==> src/rtl/stack_machine_pkg.sv <==
// Shared definitions for the stack machine front-end.
// Holds the fetch-queue FSM state type and the default datapath width and reset PC.
package stack_machine_pkg;

  typedef enum logic [1:0] {
    IDLE   = 2'd0,
    REQ    = 2'd1,
    SQUASH = 2'd2
  } ifq_state_t;

  localparam int unsigned REG_BITS_DEFAULT = 32;
  localparam logic [31:0] RESET_PC_DEFAULT = 32'h0000_0000;

endpackage

==> src/rtl/ifq_fifo.sv <==
// Storage for prefetched {instr, pc} entries with head/tail pointers and an occupancy count.
// Ports:
//   clk, rst_n                   clock, asynchronous active-low reset
//   i_push, i_push_instr/pc      write one entry at the tail
//   i_pop                        drop the head entry (ignored while empty)
//   i_flush                      empty the queue (overrides push and pop)
//   o_count                      current occupancy, 0..DEPTH
//   o_valid, o_head_instr/pc     combinational head read; data reads as zero while empty
module ifq_fifo
  import stack_machine_pkg::*;
#(
  parameter int unsigned WIDTH = REG_BITS_DEFAULT,
  parameter int unsigned DEPTH = 4
) (
  input  logic                       clk,
  input  logic                       rst_n,
  input  logic                       i_push,
  input  logic [WIDTH-1:0]           i_push_instr,
  input  logic [WIDTH-1:0]           i_push_pc,
  input  logic                       i_pop,
  input  logic                       i_flush,
  output logic [$clog2(DEPTH+1)-1:0] o_count,
  output logic                       o_valid,
  output logic [WIDTH-1:0]           o_head_instr,
  output logic [WIDTH-1:0]           o_head_pc
);

  localparam int unsigned PtrW = $clog2(DEPTH);
  localparam int unsigned CntW = $clog2(DEPTH+1);

  logic [WIDTH-1:0] r_instr_mem [DEPTH];
  logic [WIDTH-1:0] r_pc_mem    [DEPTH];
  logic [PtrW-1:0]  r_head;
  logic [PtrW-1:0]  r_tail;
  logic [CntW-1:0]  r_count;
  logic             w_do_pop;

  assign w_do_pop = i_pop && (r_count != '0);

  // Pointers wrap naturally because DEPTH is a power of two.
  always_ff @(posedge clk or negedge rst_n) begin
    if (!rst_n) begin
      r_head  <= '0;
      r_tail  <= '0;
      r_count <= '0;
    end else if (i_flush) begin
      r_head  <= '0;
      r_tail  <= '0;
      r_count <= '0;
    end else begin
      if (i_push)   r_tail <= r_tail + 1'b1;
      if (w_do_pop) r_head <= r_head + 1'b1;
      r_count <= r_count + CntW'(i_push) - CntW'(w_do_pop);
    end
  end

  always_ff @(posedge clk) begin
    if (i_push && !i_flush) begin
      r_instr_mem[r_tail] <= i_push_instr;
      r_pc_mem[r_tail]    <= i_push_pc;
    end
  end

  assign o_count      = r_count;
  assign o_valid      = (r_count != '0);
  assign o_head_instr = o_valid ? r_instr_mem[r_head] : '0;
  assign o_head_pc    = o_valid ? r_pc_mem[r_head]    : '0;

endmodule

==> src/rtl/instr_fetch_queue.sv <==
// Instruction fetch front-end: issues word-address fetches to a req/ack memory, buffers up
// to DEPTH {instr, pc} entries and presents the head to decode. A redirect flushes the queue
// and restarts fetch at redirect_pc; a fetch already in flight is completed and discarded.
// Ports:
//   clk, rst_n                   clock, asynchronous active-low reset
//   mem_req/mem_addr             fetch request, held with a stable address until mem_ack
//   mem_ack/mem_rdata            fetch completion and returned instruction
//   instr_valid/instr/instr_pc   queue head towards decode
//   instr_ready                  decode consumes the head this cycle
//   redirect/redirect_pc         flush and restart fetch at a new PC
// Build option: define IFQ_BYPASS_EN to forward an ack straight to the outputs when the
// queue is empty (0-cycle fill latency); otherwise outputs come only from queue storage.
module instr_fetch_queue
  import stack_machine_pkg::*;
#(
  parameter int unsigned          REG_BITS = REG_BITS_DEFAULT,
  parameter int unsigned          DEPTH    = 4,
  parameter logic [REG_BITS-1:0]  RESET_PC = RESET_PC_DEFAULT[REG_BITS-1:0]
) (
  input  logic                clk,
  input  logic                rst_n,
  output logic                mem_req,
  output logic [REG_BITS-1:0] mem_addr,
  input  logic                mem_ack,
  input  logic [REG_BITS-1:0] mem_rdata,
  output logic                instr_valid,
  output logic [REG_BITS-1:0] instr,
  output logic [REG_BITS-1:0] instr_pc,
  input  logic                instr_ready,
  input  logic                redirect,
  input  logic [REG_BITS-1:0] redirect_pc
);

  localparam int unsigned CntW = $clog2(DEPTH+1);

  ifq_state_t          r_state;
  logic [REG_BITS-1:0] r_fetch_pc;
  logic [REG_BITS-1:0] r_req_addr;
  logic                r_mem_req;

  logic [CntW-1:0]     w_count;
  logic [CntW-1:0]     w_count_next;
  logic                w_fifo_valid;
  logic [REG_BITS-1:0] w_fifo_instr;
  logic [REG_BITS-1:0] w_fifo_pc;
  logic                w_ack_live;
  logic                w_bypass;
  logic                w_push;
  logic                w_pop;
  logic                w_room;
  logic                w_issue;

  // An ack only delivers data for a live (non-squashed) request with no redirect this cycle.
  assign w_ack_live = (r_state == REQ) && mem_ack && !redirect;

`ifdef IFQ_BYPASS_EN
  assign w_bypass = w_ack_live && (w_count == '0);
`else
  assign w_bypass = 1'b0;
`endif

  assign instr_valid = w_fifo_valid || w_bypass;
  assign instr       = w_bypass ? mem_rdata  : w_fifo_instr;
  assign instr_pc    = w_bypass ? r_req_addr : w_fifo_pc;

  // A bypassed entry consumed in the same cycle never enters storage.
  assign w_push       = w_ack_live && !(w_bypass && instr_ready);
  assign w_pop        = w_fifo_valid && instr_ready && !redirect;
  assign w_count_next = w_count + CntW'(w_push) - CntW'(w_pop);
  // Issue only when a slot is reserved for the returning data, so the queue cannot overflow.
  assign w_room       = w_count_next < CntW'(DEPTH);
  assign w_issue      = !redirect && w_room &&
                        ((r_state == IDLE) || ((r_state == REQ) && mem_ack));

  always_ff @(posedge clk or negedge rst_n) begin
    if (!rst_n) begin
      r_state    <= IDLE;
      r_fetch_pc <= RESET_PC;
      r_req_addr <= RESET_PC;
      r_mem_req  <= 1'b0;
    end else begin
      if (redirect) begin
        r_fetch_pc <= redirect_pc;
      end else if (w_issue) begin
        r_fetch_pc <= r_fetch_pc + 1'b1;
        r_req_addr <= r_fetch_pc;
      end
      case (r_state)
        IDLE: begin
          if (w_issue) begin
            r_state   <= REQ;
            r_mem_req <= 1'b1;
          end
        end
        REQ: begin
          if (mem_ack) begin
            if (!w_issue) begin
              r_state   <= IDLE;
              r_mem_req <= 1'b0;
            end
          end else if (redirect) begin
            // The request stays on the bus until acked; its data will be dropped.
            r_state <= SQUASH;
          end
        end
        SQUASH: begin
          if (mem_ack) begin
            r_state   <= IDLE;
            r_mem_req <= 1'b0;
          end
        end
        default: begin
          r_state   <= IDLE;
          r_mem_req <= 1'b0;
        end
      endcase
    end
  end

  assign mem_req  = r_mem_req;
  assign mem_addr = r_req_addr;

  ifq_fifo #(
    .WIDTH (REG_BITS),
    .DEPTH (DEPTH)
  ) u_fifo (
    .clk          (clk),
    .rst_n        (rst_n),
    .i_push       (w_push),
    .i_push_instr (mem_rdata),
    .i_push_pc    (r_req_addr),
    .i_pop        (w_pop),
    .i_flush      (redirect),
    .o_count      (w_count),
    .o_valid      (w_fifo_valid),
    .o_head_instr (w_fifo_instr),
    .o_head_pc    (w_fifo_pc)
  );

endmodule

==> config.mk <==
export PLATFORM = sky130hd
export DESIGN_NAME = instr_fetch_queue
export DESIGN_NICKNAME = d
export VERILOG_FILES = /design/src/rtl/stack_machine_pkg.sv /design/src/rtl/ifq_fifo.sv /design/src/rtl/instr_fetch_queue.sv
export SDC_FILE = /design/constraint.sdc
export NUM_CORES = 1
export LEC_CHECK = 0
export ABC_AREA = 1
export CORE_MARGIN = 5
export CORE_UTILIZATION = 45
export DETAILED_ROUTE_END_ITERATION = 7
export GPL_TIMING_DRIVEN = 1
export HOLD_SLACK_MARGIN = 0.05
export PLACE_DENSITY_LB_ADDON = 0.2
export REMOVE_ABC_BUFFERS = 1
export SLEW_MARGIN = 20
export SYNTH_ARGS = -nofsm -noshare
export SYNTH_HDL_FRONTEND = slang
export SYNTH_SLANG_ARGS = --single-unit
==> constraint.sdc <==
create_clock -name clk -period 12.4 [get_ports clk]
set_input_delay 2.48 -clock clk [delete_from_list [all_inputs] [get_ports clk]]
set_output_delay 2.48 -clock clk [all_outputs]
set_load 0.01 [all_outputs]
==> qor.txt <==
synthesized-area fraction occupied by adder cells: 0.777%
Synth warnings: 0
Fmax achieved: 169 MHz
Final setup viols: 0
hpwl dp: 20200 um
final hold viol count: 0
Synth cell types: 34
max-cap violation count: 0
CP Launch Type: register
Min Clock Period, post-route: 5.93 ns
mux contribution to synthesized area: 0%
die height: 190 um
sink of the worst hold path: mem_req$_DFFE_PN0P_
total negative slack: 0 ns
Core Region: 31700 um^2
Residual DRC: 0
Antenna diodes: 0
CP arrival: 3.45 ns
worst clock skew: 0.0170 ns
# resized after CTS: 0
# fillers: 2665
Total Die Area: 35900 um^2
relative max-transition margin: 27.4%
setup slack, reg-to-reg: 9.20 ns
hold buffers post-CTS: 0
Avg Inst Size Synth: 10.7 um^2
worst min-delay path startpoint: mem_req$_DFFE_PN0P_
CTS sink cnt: 330
Setup Crit Path Kind: reg2out
top cells by area, synth: edfxtp_1 (53%), dfrtp_1 (13%), nor2_1 (7.8%)
gp weighted congestion: 0.851
slowest stage delay, CP: 0.77 ns
PortBufs: 166
Cell Rows: 65
flops & latches, synth: 330
share of cells above drive strength 1: 10.8%
worst min-delay path class: reg2reg
1st-pass router iterations: 5
Die X-Extent: 190 um
WL/cell: 17.3 um
pin count of the biggest net entering global routing: 101
hold path depth: 2
share of the synthesized area in the top cell type: 53.0%
Power Dens Cells: 200 nW/um^2
Seq/Total Area, Yosys: 65.8%
Final ANT Viol Nets: 0
area added between synthesis and finish: 21.0%
vias per cell: 5.14
Synth Area in Simple Gates: 20.3%
antenna violations before repair: 0
IO Count: 167
worst r2r dst: mem_addr[25]$_DFFE_PN0P_
Slowest cell on crit path: buf_4
post-synthesis cell area: 14500 um^2
main combinational cell family by area after synthesis: simple AND/OR/NAND/NOR gates
Num CTS Buffers: 36
Leak: 6.56 nW
Skew-Pair Late Insertion Delay: 0.51 ns
vias in the first global route: 9632
Critical Path End Type: primary output
Routed WL: 33600 um
Final period util: 47.8%
Initial Util: 45.7%
total global routing track utilization: 18.4%
Max Buffers Root-to-Sink: 3
peak supply drop: 0.000126 V
vias: 9948
CP Max Fanout: 100
NumNets Final: 1584
RSZ-0062 raised after global routing: false
Reg clk slew, reported paths: 0.06 ns
Post-Synthesis Cells: 1359
status: complete, no violations
CTS H-tree lvls: 2
Least-Margin Pin Slew: 1.09 ns
worst path cell trace: clkinv_2 -> buf_4 -> o21ai_0 -> a21oi_1 -> clkdlybuf4s50_1
XOR/XNOR share of the synthesized area: 0.725%
FF-to-FF path depth: 13
Iteration-0 DRC Markers: 655
worst path bufs/invs: 3
Final Max Tran Viols: 0
hold slack: 0.486 ns
Crit path max-delay family: buffers and inverters
FF-to-FF Start: r_state[1]$_DFFE_PN0P_
CP required: 9.92 ns
Setup Fix Bufs, Post-CTS: 0
global-route wire length before repair: 52900 um
Clock Tree Root: clkbuf_16
post-synth top area cell: edfxtp_1
CTS tree: yes
global route overflow: 0
Compound-Gate Fraction of Synth Area: 8.59%
## synthesized netlist by cell type (all sizes together)
cell type / instances
a21boi: 3
a21oi: 68
buf: 46
clkbuf: 22
clkinv: 1
dfrtp: 74
edfxtp: 256
ha: 9
inv: 46
nand2: 275
nand3: 54
nand3b: 3
nand4: 5
nor2: 319
o21ai: 165
o31ai: 1
xor2: 12
## kinds of logic after synthesis
kind of cell | after synthesis
AND/OR/NAND/NOR | 656
adder cells (fa/ha/maj) | 9
AO/OA/AOI/OAI | 237
buffers and inverters | 115
flip-flops | 330
XOR/XNOR | 12
## routing by layer
layer  vias up  track usage, %  share of wire (%)
met2       222            31.1                 49
met4         0            3.81                1.2
met1      4801            25.1                 45
met3        37            3.26                5.4
li1       4888               -                  -
met5         -               0                  0
## worst register-to-register path, cell delays in order, from the launching register on
cell and delay [ns]:
dfrtp_1 0.44, inv_1 0.16, nand3_1 0.10, nor2_1 0.27, ha_1 0.21, ha_1 0.24
nor2_2 0.16, nand4_2 0.18, nand3_4 0.12, inv_2 0.06, nand2_4 0.33, buf_4 0.59
nand2_1 0.15, o21ai_1 0.11
## layout by cell type, fill, tap and decap left out, types with 6 or more instances in the layout
master	Yosys	routed
inv_2	9	9
clkinv_2	0	6
clkbuf_1	22	11
nand2_4	13	13
nor2_2	8	8
nand2_1	253	253
clkdlybuf4s50_1	0	164
o21ai_0	134	134
inv_1	36	35
nand3_1	21	21
buf_4	2	12
nor2_4	8	12
edfxtp_1	256	256
clkbuf_16	0	38
o21ai_2	12	12
nor2_1	303	299
dfrtp_1	74	72
ha_1	9	9
xor2_1	12	12
nand2_2	9	9
o21ai_1	19	19
nand3_2	31	31
a21oi_1	67	67
## per-stage QoR
stage	cell area, um^2	setup slack [ns]	util, %	power [mW]	instances
floorplan	14100	5.94	-	2.04	1291
global placement	16400	6.86	51.7	2.52	1870
detailed placement	16400	6.76	51.7	2.53	1870
CTS	17500	6.44	55.3	3.55	1934
global route	17500	6.20	55.3	3.70	1934
finish	17500	6.47	55.3	3.51	1934
## state kept, by name, indices dropped and copies added, names as in the netlist
signal,flops
u_fifo.r_tail,2
mem_req,1
u_fifo.o_count,3
u_fifo.r_instr_mem,128
u_fifo.r_head,2
u_fifo.r_pc_mem,128
mem_addr,32
r_state,2
r_fetch_pc,32
## worst max path at each step
stage	depth (start not counted)	to	from
5_1_grt	5	instr_pc[17]	u_fifo.r_head[0]$_DFFE_PN0P_
4_1_cts	5	instr_pc[17]	u_fifo.r_head[0]$_DFFE_PN0P_
3_5_place_dp	13	mem_addr[25]$_DFFE_PN0P_	mem_ack
6_report	5	instr[18]	u_fifo.r_head[0]$_DFFE_PN0P_
3_3_place_gp	13	r_fetch_pc[25]$_DFFE_PN0P_	mem_ack
2_1_floorplan	3	instr[30]	u_fifo.r_head[0]$_DFFE_PN0P_
## final cells by class
| class | instances | area, um^2 | share of cell area [%] |
|---|---|---|---|
| clock buffer | 53 | 1050 | 5.97 |
| clock inverter | 11 | 90.1 | 0.514 |
| inverter | 47 | 183 | 1.04 |
| multi-input combinational | 914 | 4440 | 25.3 |
| sequential | 330 | 9540 | 54.4 |
| tap | 402 | 503 | 2.87 |
| timing repair buffer | 177 | 1740 | 9.90 |
## where the power goes
group | internal, mW | switching [mW] | total, mW
clock network | 0.606 | 0.404 | 1.01
registers | 1.38 | 0.175 | 1.55
logic | 0.397 | 0.548 | 0.946
(Power assumes the default switching activity.)
